## src/rtl/minsec_btn_event_decoder.sv

```systemverilog
// Minute/second-setting button decoder: turns three debounced button levels into
// registered short-press, long-press and auto-repeat pulses, one FSM per button.
module minsec_btn_event_decoder #(
  parameter int LONG_TICKS   = 1000,
  parameter int REPEAT_TICKS = 200
) (
  input  logic       clk,
  input  logic       reset,
  input  logic       tick,
  input  logic [2:0] btn_in,
  output logic [2:0] short_press,
  output logic [2:0] long_press,
  output logic [2:0] repeat_pulse,
  output logic       any_event
);

  localparam int MAX_TICKS = (LONG_TICKS > REPEAT_TICKS) ? LONG_TICKS : REPEAT_TICKS;
  localparam int CW        = $clog2(MAX_TICKS);
  localparam logic [CW-1:0] LONG_LAST   = CW'(LONG_TICKS - 1);
  localparam logic [CW-1:0] REPEAT_LAST = CW'(REPEAT_TICKS - 1);

  typedef enum logic [1:0] {IDLE, PRESSED, HELD} state_t;

  state_t        state_q [3];
  state_t        state_d [3];
  logic [CW-1:0] cnt_q   [3];
  logic [CW-1:0] cnt_d   [3];
  logic [2:0]    btn_q;
  logic [2:0]    short_d, long_d, rep_d;
  logic [2:0]    short_ev, long_ev, rep_ev;

  // NOTE: every output of this block is given a default before the case
  // statement, so no path leaves a signal unassigned and no latch is inferred.
  always_comb begin
    short_d = '0;
    long_d  = '0;
    rep_d   = '0;
    for (int i = 0; i < 3; i++) begin
      state_d[i] = state_q[i];
      cnt_d[i]   = cnt_q[i];
      case (state_q[i])
        IDLE: begin
          if (btn_q[i]) begin
            state_d[i] = PRESSED;
            cnt_d[i]   = '0;
          end
        end
        PRESSED: begin
          // Release is tested first so it wins over a coinciding threshold tick.
          if (!btn_q[i]) begin
            short_d[i] = 1'b1;
            state_d[i] = IDLE;
          end else if (tick) begin
            if (cnt_q[i] == LONG_LAST) begin
              long_d[i]  = 1'b1;
              cnt_d[i]   = '0;
              state_d[i] = HELD;
            end else begin
              cnt_d[i] = cnt_q[i] + 1'b1;
            end
          end
        end
        HELD: begin
          if (!btn_q[i]) begin
            state_d[i] = IDLE;
            cnt_d[i]   = '0;
          end else if (tick) begin
            if (cnt_q[i] == REPEAT_LAST) begin
              rep_d[i] = 1'b1;
              cnt_d[i] = '0;
            end else begin
              cnt_d[i] = cnt_q[i] + 1'b1;
            end
          end
        end
        default: begin
          state_d[i] = IDLE;
          cnt_d[i]   = '0;
        end
      endcase
    end
  end

  // NOTE: sequential state uses non-blocking assignments only, so every register
  // samples pre-edge values regardless of statement order.
  always_ff @(posedge clk) begin
    if (!reset) begin
      btn_q        <= '0;
      // NOTE: the small counter arrays are explicitly reset so a hold in progress
      // is discarded and timing restarts from zero after reset.
      for (int i = 0; i < 3; i++) begin
        state_q[i] <= IDLE;
        cnt_q[i]   <= '0;
      end
      short_ev     <= '0;
      long_ev      <= '0;
      rep_ev       <= '0;
      short_press  <= '0;
      long_press   <= '0;
      repeat_pulse <= '0;
      any_event    <= 1'b0;
    end else begin
      btn_q <= btn_in;
      for (int i = 0; i < 3; i++) begin
        state_q[i] <= state_d[i];
        cnt_q[i]   <= cnt_d[i];
      end
      short_ev     <= short_d;
      long_ev      <= long_d;
      rep_ev       <= rep_d;
      // Output stage: pulses land two edges after btn_in is first sampled.
      short_press  <= short_ev;
      long_press   <= long_ev;
      repeat_pulse <= rep_ev;
      any_event    <= |{short_ev, long_ev, rep_ev};
    end
  end

endmodule
```

## config.mk

```make
export PLATFORM = sky130hd
export DESIGN_NAME = minsec_btn_event_decoder
export DESIGN_NICKNAME = d
export VERILOG_FILES = /design/src/rtl/minsec_btn_event_decoder.sv
export SDC_FILE = /design/constraint.sdc
export NUM_CORES = 1
export LEC_CHECK = 0
export BUFFER_PORTS_ARGS = -buffer_cell sky130_fd_sc_hd__buf_2
export CORE_ASPECT_RATIO = 1.25
export CORE_UTILIZATION = 60
export CTS_BUF_LIST = sky130_fd_sc_hd__clkbuf_16
export CTS_CLUSTER_SIZE = 14
export DETAILED_ROUTE_END_ITERATION = 16
export PLACE_DENSITY = 0.79
export SETUP_SLACK_MARGIN = 0.3
export SKIP_LAST_GASP = 1
export SLEW_MARGIN = 10
export SYNTH_ARGS = -nofsm -noshare
export SYNTH_HDL_FRONTEND = slang
export SYNTH_SLANG_ARGS = --single-unit
```

## constraint.sdc

```tcl
create_clock -name clk -period 2.1 [get_ports clk]
set_input_delay 0.105 -clock clk [delete_from_list [all_inputs] [get_ports clk]]
set_output_delay 0.105 -clock clk [all_outputs]
set_load 0.01 [all_outputs]
```

# Word-level counts from Yosys, hierarchy flattened
# Memory sizes are Yosys's and may differ from the RTL's.
# Index checks and enable logic that the tools add are counted.
[totals]
output_inout_bits = 10
word_cells = 109
in_bits = 6
latchBits = 0
mem_bits_rw = 36
register_bits = 22
mem_bits_ro = 0
mem_count = 2
[classes]
reduce_logical = 13
magnitude_cmp = 0
n_addsub = 3
n_div = 0
mul = 0
muxes = 59
n_shift = 0
bitwise = 6
n_eq_ne = 12
[mem_list]
columns = ["memory", "words", "width", "read_ports", "rd_ports_with_merged_regs", "write_ports", "line_no", "rtl"]
rows = [
  ["cnt_q", 3, 10, 3, 0, 3, "26", "logic [CW-1:0] cnt_q [3];"],
  ["state_q", 3, 2, 3, 0, 3, "24", "state_t state_q [3];"],
]
[ops]
columns = ["cell", "count"]
rows = [
  ["two-way mux 10 bit", 24],
  ["case mux 10 bit (3 select lines)", 3],
  ["two-way mux 2 bit", 18],
  ["adder 10 x 1 -> 10 bit, second input constant", 3],
  ["== test 10 bit, second input constant", 3],
  ["== test 10 x 8 -> 1 bit, second input constant", 3],
  ["AND reduction 4 bit", 6],
  ["case mux 2 bit (3 select lines)", 3],
  ["two-way mux 1 bit", 11],
  ["OR reduction 9 bit", 1],
  ["== test 2 x 1 -> 1 bit, second input constant", 3],
  ["== test 2 bit, second input constant", 3],
  ["logical NOT 2 bit", 3],
  ["bitwise OR 1 bit", 6],
  ["AND reduction 2 bit", 3],
]

# Longest topological paths before layout
# Gate-level depths: netlist of run 1.
[logic_depth]
depth_word = 6
ltp_mapped = 8
ltp_nobuf = 7

# Least setup slack after synthesis of run 1
# OpenSTA, ideal clock, no wires.
[synth_timing]
path_type = "register to register"
from = "mem cnt_q[0][0] in the netlist's numbering"
to = "mem cnt_q[0][5] in the netlist's numbering"
arrival_time_ps = 1714
period_less_slack_ps = 1839
stages_incl_launch_ff = 8
setup_ps = 125
required_ps = 1975
slack_ps = 261
path_buffers = 1
path_cell_list = "dfxtp_1 -> ha_1 -> inv_1 -> or4_4 -> a31o_4 -> buf_6 -> a41oi_2 -> o31ai_1"
[synth_rtl]
columns = ["element", "line_no"]
rows = [
  ["start: declaration", "26"],
]

==> summary by stage, run 1 <==
Run status
The run finished with clean final reports.

Setup path
Walking the worst path, the cells encountered are nand3_1, a32o_2, a31o_4, nand3b_1, buf_6, o211ai_1. In this run the worst setup path begins at cnt_q[0][9]$_SDFFE_PN0P_. The peak per-stage delay on the critical path is 0.49 ns.

Of all nets on the critical path, the largest fanout is 8. The worst setup path is launched from a register. The worst setup path category is register to register. The required arrival time at the worst endpoint is 2.28 ns.

The origin of the critical flop-to-flop path is cnt_q[0][9]$_SDFFE_PN0P_. The critical path capture point is cnt_q[0][8]$_SDFFE_PN0P_. The critical path data arrival time is 2.17 ns.

The depth of the worst register-to-register path is 6. The end of the worst register-to-register path is cnt_q[0][8]$_SDFFE_PN0P_. On the critical path, the stage with the largest delay is an instance of sky130_fd_sc_hd__dfxtp_1.

The worst register-to-register path has a setup slack of 0.12 ns. The critical path endpoint category is a register.

CTS
Clock-pin slew was measured on the worst setup and hold paths at 0.05 ns. The later-pin clock latency in the skew report is 0.34 ns. CTS saw 58 sinks.

The clock tree from TritonCTS is built. The number of levels in the clock H-tree is 3. The longest clock path from root to sink contains 2 buffers. In this run the clock root is driven by a sky130_fd_sc_hd__clkbuf_16. In this run, CTS created clock tree buffers numbering 9.

Finish
The top cell types in the final layout, fill and taps aside, are sky130_fd_sc_hd__dfxtp_1 (43), sky130_fd_sc_hd__nand2_1 (40), sky130_fd_sc_hd__buf_4 (33). The finished cells cover 3970 um2. The area added between synthesis and finish is 36.0%. In the final design database the tool counted 413 nets. 0 antenna diodes ended up in the layout. The library cell used most frequently in the layout, excluding fill and tap cells, is sky130_fd_sc_hd__dfxtp_1.

The fraction of final layout cells with drive strength greater than 1 is 36.0%.

GRT
For this run, the total global-route usage over all layers was measured as 31.1%. The sum of overflow across all layers after global routing is 0. The number of global-route vias before repair is 2,644. The largest net degree at the start of global routing is 37. The first global-routing pass estimated 12,200 um of wire. The number of antenna violations at the first check in global routing is 0.

Routing
The antenna violation net count after detailed routing is 0. After detailed routing, the number of vias per cell comes to 6.63. The number of design-rule violations left by the first detailed-router iteration is 318. For this block, the routed nets add up to 9510 um of wire.

The average routed wire per standard cell is 20.7 um. In the routed design, unresolved DRC markers number 0. The routed layout has 3,049 vias. The first detailed-routing pass took 5 iterations.

Synthesis
Synthesis handed over a netlist of 338 instances. The fraction of registers with async set/reset is 0%. The proportion of synthesized chip area in sequential cells is 39.8%. Yosys printed 0 warnings.

The dominant synthesized flop cell is sky130_fd_sc_hd__dfxtp_1. The synthesized net count is 356. Counting flops with a built-in enable in the synthesized netlist gives 0. The number of different library cells used by synthesis comes to 53. A synthesized cell averages 8.63 um2. The netlist area before placement is 2920 um2. The flip-flop and latch count after synthesis is 58.

STA
The pin slew with the least headroom to its limit is 0.700 ns. Timing would allow up to 0.504 GHz. Setup repair after global routing could not meet its margin everywhere.

For the finished layout, the period the worst path requires is 1.98 ns. The normalized max-slew margin is 53.3%. In the post-route analysis, the smallest setup slack over all paths is 0.118 ns. The number of pins exceeding their max-slew limit in the final report is 0.

The clock skew is 0.00669 ns. The count of final setup violators is 0. The smallest hold slack is 0.0524 ns. The share of the cycle needed by the critical path after routing is 94.4%. The number of hold violations in the final report is 0. Setup total negative slack on the finished layout was measured at 0 ns.

Pwr
Net switching is 29.2% of the power. The internal power of the cells totals 2.14 mW. The analysis attributes to net switching a power of 0.884 mW.

The overall power of the completed layout is 3.03 mW. The share of total power dissipated in sequential elements is 38.2%. The combinational share of power is 17.1%. IR analysis of the VDD net gives a maximum drop of 0.588 mV.

Dividing total power by cell area gives a power density of 763 nW/um2. The part of the total power dissipated in the clock network is 44.7%. In this run the static leakage power is 1.50 nW.

Hold path
The type of the most critical hold path is input port to register.

Placement
OpenSTA, run right after detailed placement, puts the worst setup slack at 0.0880 ns. The count of input and output buffers is 15. The placed wire-length estimate is 4190 um. The post-detailed-placement cell area is 3090 um2. At the end of routability-driven placement, the weighted congestion stood at 0.854.

Die
The I/O pin count is 16. The floorplan step defined a die boundary enclosing 5140 um2. The width of the die is 64.3 um. The core region is 4690 um2.

For this configuration, the core starts out at a cell density of 62.1%. The site row count is 28. From bottom edge to top edge, the die measures 79.9 um.

Run
The total of max-cap violations is 0.
-- sequential cells by signal, summed over array words and instances, names as in the netlist --
signal and count:
long_ev 3, any_event 1, cnt_q 30, short_press 3, repeat_pulse 3, btn_q 3, short_ev 3, state_q 6
long_press 3, rep_ev 3
-- through the flow --
stage	cells	util, %
6_report	460	84.5
5_1_grt	460	84.5
4_1_cts	441	75.5
3_5_place_dp	412	65.9
3_3_place_gp	412	65.9
2_1_floorplan	338	-
-- power groups by stage --
| stage | Clock (mW) | Combinational, mW | Sequential (mW) |
|---|---|---|---|
| finish | 1.35 | 0.519 | 1.16 |
| global route | 1.40 | 0.552 | 1.16 |
| CTS | 1.33 | 0.395 | 1.15 |
| detailed placement | 0 | 0.328 | 1.17 |
| global placement | 0 | 0.321 | 1.17 |
| floorplan | 0 | 0.249 | 1.17 |
-- synth_stat cells, drive strengths merged (5+ instances only) --
cell type / instances / area [um2]
nand3: 14 / 70.1
and2: 16 / 100
nor2: 21 / 78.8
and3: 10 / 62.6
nand2: 42 / 158
nand4: 10 / 62.6
o31ai: 9 / 67.6
nand2b: 5 / 31.3
buf: 5 / 31.3
or3: 7 / 45.1
clkbuf: 6 / 22.5
a22o: 7 / 61.3
dfxtp: 58 / 1160
a21oi: 13 / 65.1
ha: 12 / 150
nor3: 14 / 70.1
o21ai: 16 / 80.1
nor4: 7 / 43.8
inv: 13 / 48.8
-- critical path, delay by kind of cell (launching register included) --
kind / cells / cell delay [ns]
DFF: 1 / 0.49
and+or+nand+nor: 2 / 0.44
buffers and inverters: 1 / 0.15
AOI/OAI and AO/OA: 3 / 0.74
-- cell families (layout without fill, tap and decap cells) --
kind of cell	count (synthesis)	count (layout)	share of synthesized area (%)
compound gates	83	83	22.3
fa+ha+maj	12	12	5.15
buf+inv	24	86	3.52
flops	58	58	39.8
mux	2	2	0.687
simple gates	159	159	28.5
-- metal layers --
| layer | track usage [%] | routed length (um) |
|---|---|---|
| met5 | 0 | 0 |
| met4 | 16.7 | 386 |
| met3 | 8.29 | 632 |
| met2 | 54.3 | 4950 |
| met1 | 33.7 | 3530 |
-- worst min-delay path by stage --
stage                     endpoint  slack, ns  depth (start not counted)  startpoint
2_1_floorplan  btn_q[0]$_SDFF_PN0_       0.23                          1   btn_in[0]
3_3_place_gp   btn_q[1]$_SDFF_PN0_       0.31                          2   btn_in[1]
3_5_place_dp   btn_q[1]$_SDFF_PN0_       0.33                          2   btn_in[1]
4_1_cts        btn_q[2]$_SDFF_PN0_      0.002                          2   btn_in[2]
5_1_grt        btn_q[2]$_SDFF_PN0_       0.05                          2   btn_in[2]
6_report       btn_q[2]$_SDFF_PN0_       0.05                          2   btn_in[2]
-- layout make-up --
| type | instances | area [um2] |
|---|---|---|
| Multi-Input combinational cell | 256 | 1940 |
| Timing Repair Buffer | 57 | 422 |
| Fill cell | 220 | 729 |
| Sequential cell | 58 | 1190 |
| Inverter | 13 | 58.8 |
| Clock inverter | 7 | 46.3 |
| Tap cell | 60 | 75.1 |
| Clock buffer | 9 | 225 |
-- timing repair --
action / in CTS / in global routing
setup buffers: 11 / 18
endpoints found under the setup margin: 23 / 33
endpoints found under the hold margin: 2 / 0
hold buffers: 2 / 0
pin swaps: 8 / 23
resized for setup: 23 / 67
gates cloned: 0 / 1
Note: power is estimated with default switching activity, not from simulation.
==> inputs of run 2 (changes only) <==
CORE_MARGIN = 2   (was default)
CORE_UTILIZATION = 57   (was 60)
CTS_BUF_LIST = sky130_fd_sc_hd__clkbuf_8   (was sky130_fd_sc_hd__clkbuf_16)
PLACE_DENSITY = 0.78   (was 0.79)
clock period = 1.65 ns   (was 2.1 ns; I/O delays follow)
==> summary by stage, run 2 (same netlist as run 1, synthesis figures left out) <==
Setup path
STA classifies the critical path startpoint as a register. The peak per-stage delay on the critical path is 0.35 ns (-0.14 ns). The library cell contributing the largest single delay on the critical path is sky130_fd_sc_hd__dfxtp_2. The depth of the worst register-to-register path came to 7 (+1). The critical path depth in cells is 7 (+1).

The number of buffer and inverter instances along the worst setup path is 1 (unchanged). The critical path data arrival time is 2.17 ns (about the same). In this run the worst setup path begins at cnt_q[0][11]$_SDFFE_PN0P_. The worst setup path is captured at a register. The critical path goes through ha_4, nor4bb_4, buf_4, a311oi_4, nand3_4, o22ai_1, a22o_1. The required arrival time at the worst endpoint is 1.95 ns (-0.33 ns). The dominant delay contributor by cell family on the critical path is compound AO/OA/AOI/OAI gates. The origin of the critical flop-to-flop path is cnt_q[0][11]$_SDFFE_PN0P_.

The maximum fanout along the worst path is 7 (-1). The setup path with the least slack is of type register to register. The endpoint identified for the worst register-to-register timing path is cnt_q[0][12]$_SDFFE_PN0P_. The critical path capture point is cnt_q[0][12]$_SDFFE_PN0P_. The setup slack on the worst flop-to-flop path is -0.23 ns (-0.34 ns).

GRT
The first-pass GRT wire length is 14,000 um (+15%). The overall routing resource usage is 32.8% (+1.8 points). The largest net degree at the start of global routing came to 37 (unchanged). The number of global-route vias before repair came to 3,035 (+15%).

The sum of overflow across all layers after global routing is 0 (unchanged). The number of antenna violations at the first check in global routing is 0 (unchanged).

Die
The die footprint was 5710 um2 (+11%). The I/O pin count is 16 (unchanged). The width of the die came to 68.0 um (+5.6%). The site row count is 29 (+3.6%).

The die outline height came to 84.0 um (+5.0%). The core region area is 5010 um2 (+6.7%). The starting density of the core came to 58.2% (-3.9 points).

Finish
The final core utilization is 90.5% (+6.0 points). The number of inserted filler cells in the final layout is 196 (-11%). In the final layout, the registers with the most flip-flops are cnt_q: 30 flops, state_q: 6 flops. The post-layout instance area came to 4530 um2 (+14%).

The fraction of final layout cells with drive strength greater than 1 came to 49.2% (+13 points). The area added between synthesis and finish is 55.4%. The most frequent standard cell in the layout excluding fill and tap cells is sky130_fd_sc_hd__buf_4.

The largest register by flop count is cnt_q. The final instance count without filler cells is 505 (+9.8%). In the layout the commonest cells are sky130_fd_sc_hd__buf_4 (63), sky130_fd_sc_hd__dfxtp_1 (41), sky130_fd_sc_hd__nand2_1 (36).

The flip-flop count of the largest register, all copies and words added is 30 (unchanged). The final net count is 456 (+10%). The number of diodes was 0 (unchanged).

CTS
The later-pin clock latency in the skew report is 0.36 ns (+0.02 ns). The deepest clock path buffer count came to 2 (unchanged). The number of levels in the clock H-tree is 3 (unchanged). The clock-pin slew on the worst setup and hold paths is 0.08 ns (+0.03 ns). The clock tree from TritonCTS is built. The CTS sink count is 58 (unchanged).

The cell at the root of the clock tree is sky130_fd_sc_hd__clkbuf_8. The clock buffer count from CTS was 9 (unchanged).

Placement
The post-detailed-placement cell area is 3750 um2 (+21%). The placed wire-length estimate came to 5220 um (+25%). The minimum setup slack after placement is -0.130 ns (-0.218 ns). The count of input and output buffers is 15 (unchanged). The routability congestion estimate from global placement is 0.842 (-1.4%). The number of cells after detailed placement is 468 (+14%).

Pwr
The internal power contribution was 2.66 mW (+24%). The combinational share of power is 21.3% (+4.2 points). The maximum vdd drop is 0.849 mV (+45%).

The static leakage is 1.79 nW (+19%). The sequential share of power is 38.4% (+0.2 points). The switching power is 1.18 mW (+34%).

The switching share of power came to 30.8% (+1.6 points). The part of the total power dissipated in the clock network is 40.3% (-4.4 points). The ratio of total power to cell area is 849 nW/um2 (+11%).

Hold path
The path class of the tightest hold or removal check is input port to register.

STA
The number of pins exceeding their max-slew limit in the final report is 0 (unchanged). The post-layout worst setup margin is -0.225 ns (-0.343 ns). The final setup TNS is -3.56 ns (-3.56 ns). The clock skew is 0.0119 ns (+0.00520 ns). The share of the cycle needed by the critical path after routing is 114% (+19 points). Setup repair after global routing could not meet its margin everywhere.

The number of hold violations in the final report is 0 (unchanged). The normalized max-slew margin came to 64.2% (+11 points). The time the worst path needs with I/O delays and setup came to 1.88 ns (-0.107 ns).

The highest clock frequency the design can meet is 0.533 GHz (+5.7%). The count of final setup violators came to 34 (+34). The pin slew with the least headroom to its limit is 0.537 ns (-0.163 ns).

Routing
The number of design-rule violations left by the first detailed-router iteration is 398 (+25%). The number of DRC violations after detailed routing is 0 (unchanged). The average routed wire per standard cell is 21.1 um (+2.1%). The detailed-routing iteration count for the pre-antenna-repair pass is 5 (unchanged). The count of vias placed by the detailed router was 3,307 (+8.5%).

The sum of routed wire length over all layers is 10,700 um (+12%). The post-detailed-route via-to-cell ratio is 6.55 (-1.2%). The antenna violation net count after detailed routing came to 0 (unchanged).

Run status
The flow ran to the end, but the final reports show violations. The checks that failed: setup timing.

Run
The total of max-cap violations was 0 (unchanged).
[run 2: cell types whose count changed in the layout (fill, tap and decap cells not counted), moves of 5 or more]
cell	previous run	this run
sky130_fd_sc_hd__buf_4	33	63
sky130_fd_sc_hd__buf_6	7	18
sky130_fd_sc_hd__o21ai_2	1	6
sky130_fd_sc_hd__dfxtp_2	9	14
sky130_fd_sc_hd__o21ai_0	14	5
sky130_fd_sc_hd__clkbuf_16	9	0
sky130_fd_sc_hd__clkbuf_8	0	9
[run 2: layout make-up]
class | count | area [um2] | share of cell area (%)
well taps | 62 | 77.6 | 1.71
repair buffers | 99 | 781 | 17.2
clock inverters | 7 | 103 | 2.26
inverters | 13 | 61.3 | 1.35
multi-input cells | 257 | 2190 | 48.4
flip-flops and latches | 58 | 1190 | 26.3
clock buffers | 9 | 124 | 2.73
[run 2: worst min-delay path, stage by stage]
cell	delay, ns
sky130_fd_sc_hd__buf_2	0.09
sky130_fd_sc_hd__inv_1	0.23
sky130_fd_sc_hd__nor2_1	0.17
[run 2: worst min-delay path by stage]
stage,startpoint,to,slack [ns],cells past startpoint
2_1_floorplan,btn_in[0],btn_q[0]$_SDFF_PN0_,0.21,1
3_3_place_gp,btn_in[1],btn_q[1]$_SDFF_PN0_,0.29,2
3_5_place_dp,btn_in[1],btn_q[1]$_SDFF_PN0_,0.30,2
4_1_cts,tick,rep_ev[0]$_SDFF_PN0_,0.24,3
5_1_grt,tick,rep_ev[0]$_SDFF_PN0_,0.29,3
6_report,reset,cnt_q[0][21]$_SDFFE_PN0P_,0.25,3
[run 2: power groups by stage]
stage | sequential (mW) | clock [mW] | combinational, mW
after floorplan | 1.49 | 0 | 0.396
after global placement | 1.49 | 0 | 0.566
after detailed placement | 1.49 | 0 | 0.584
after CTS | 1.47 | 1.53 | 0.702
after global routing | 1.48 | 1.61 | 0.856
final | 1.48 | 1.55 | 0.821
[run 2: timing repair]
item                       CTS  global route
hold endpoints to repair     3             0
pin swaps                   24            26
buffers inserted            10             7
gates cloned                 0             1
hold buffers                 3             0
resized for setup           51            34
setup endpoints to repair   40            42
[run 2: routing by layer]
layer | global-route usage (%) | wire, um | vias to the layer above
met3 | 9.72 | 827 | 68
met4 | 14.0 | 552 | 0
met1 | 37.3 | 4010 | 1568
met2 | 55.3 | 5260 | 217
li1 | - | - | 1454
met5 | 0 | 0 | -
[run 2: stage by stage]
step | hold slack [ns] | total power [mW]
floorplan | 0.210 | 1.89
global placement | 0.288 | 2.06
detailed placement | 0.298 | 2.08
CTS | 0.242 | 3.71
global route | 0.291 | 3.94
finish | 0.249 | 3.85
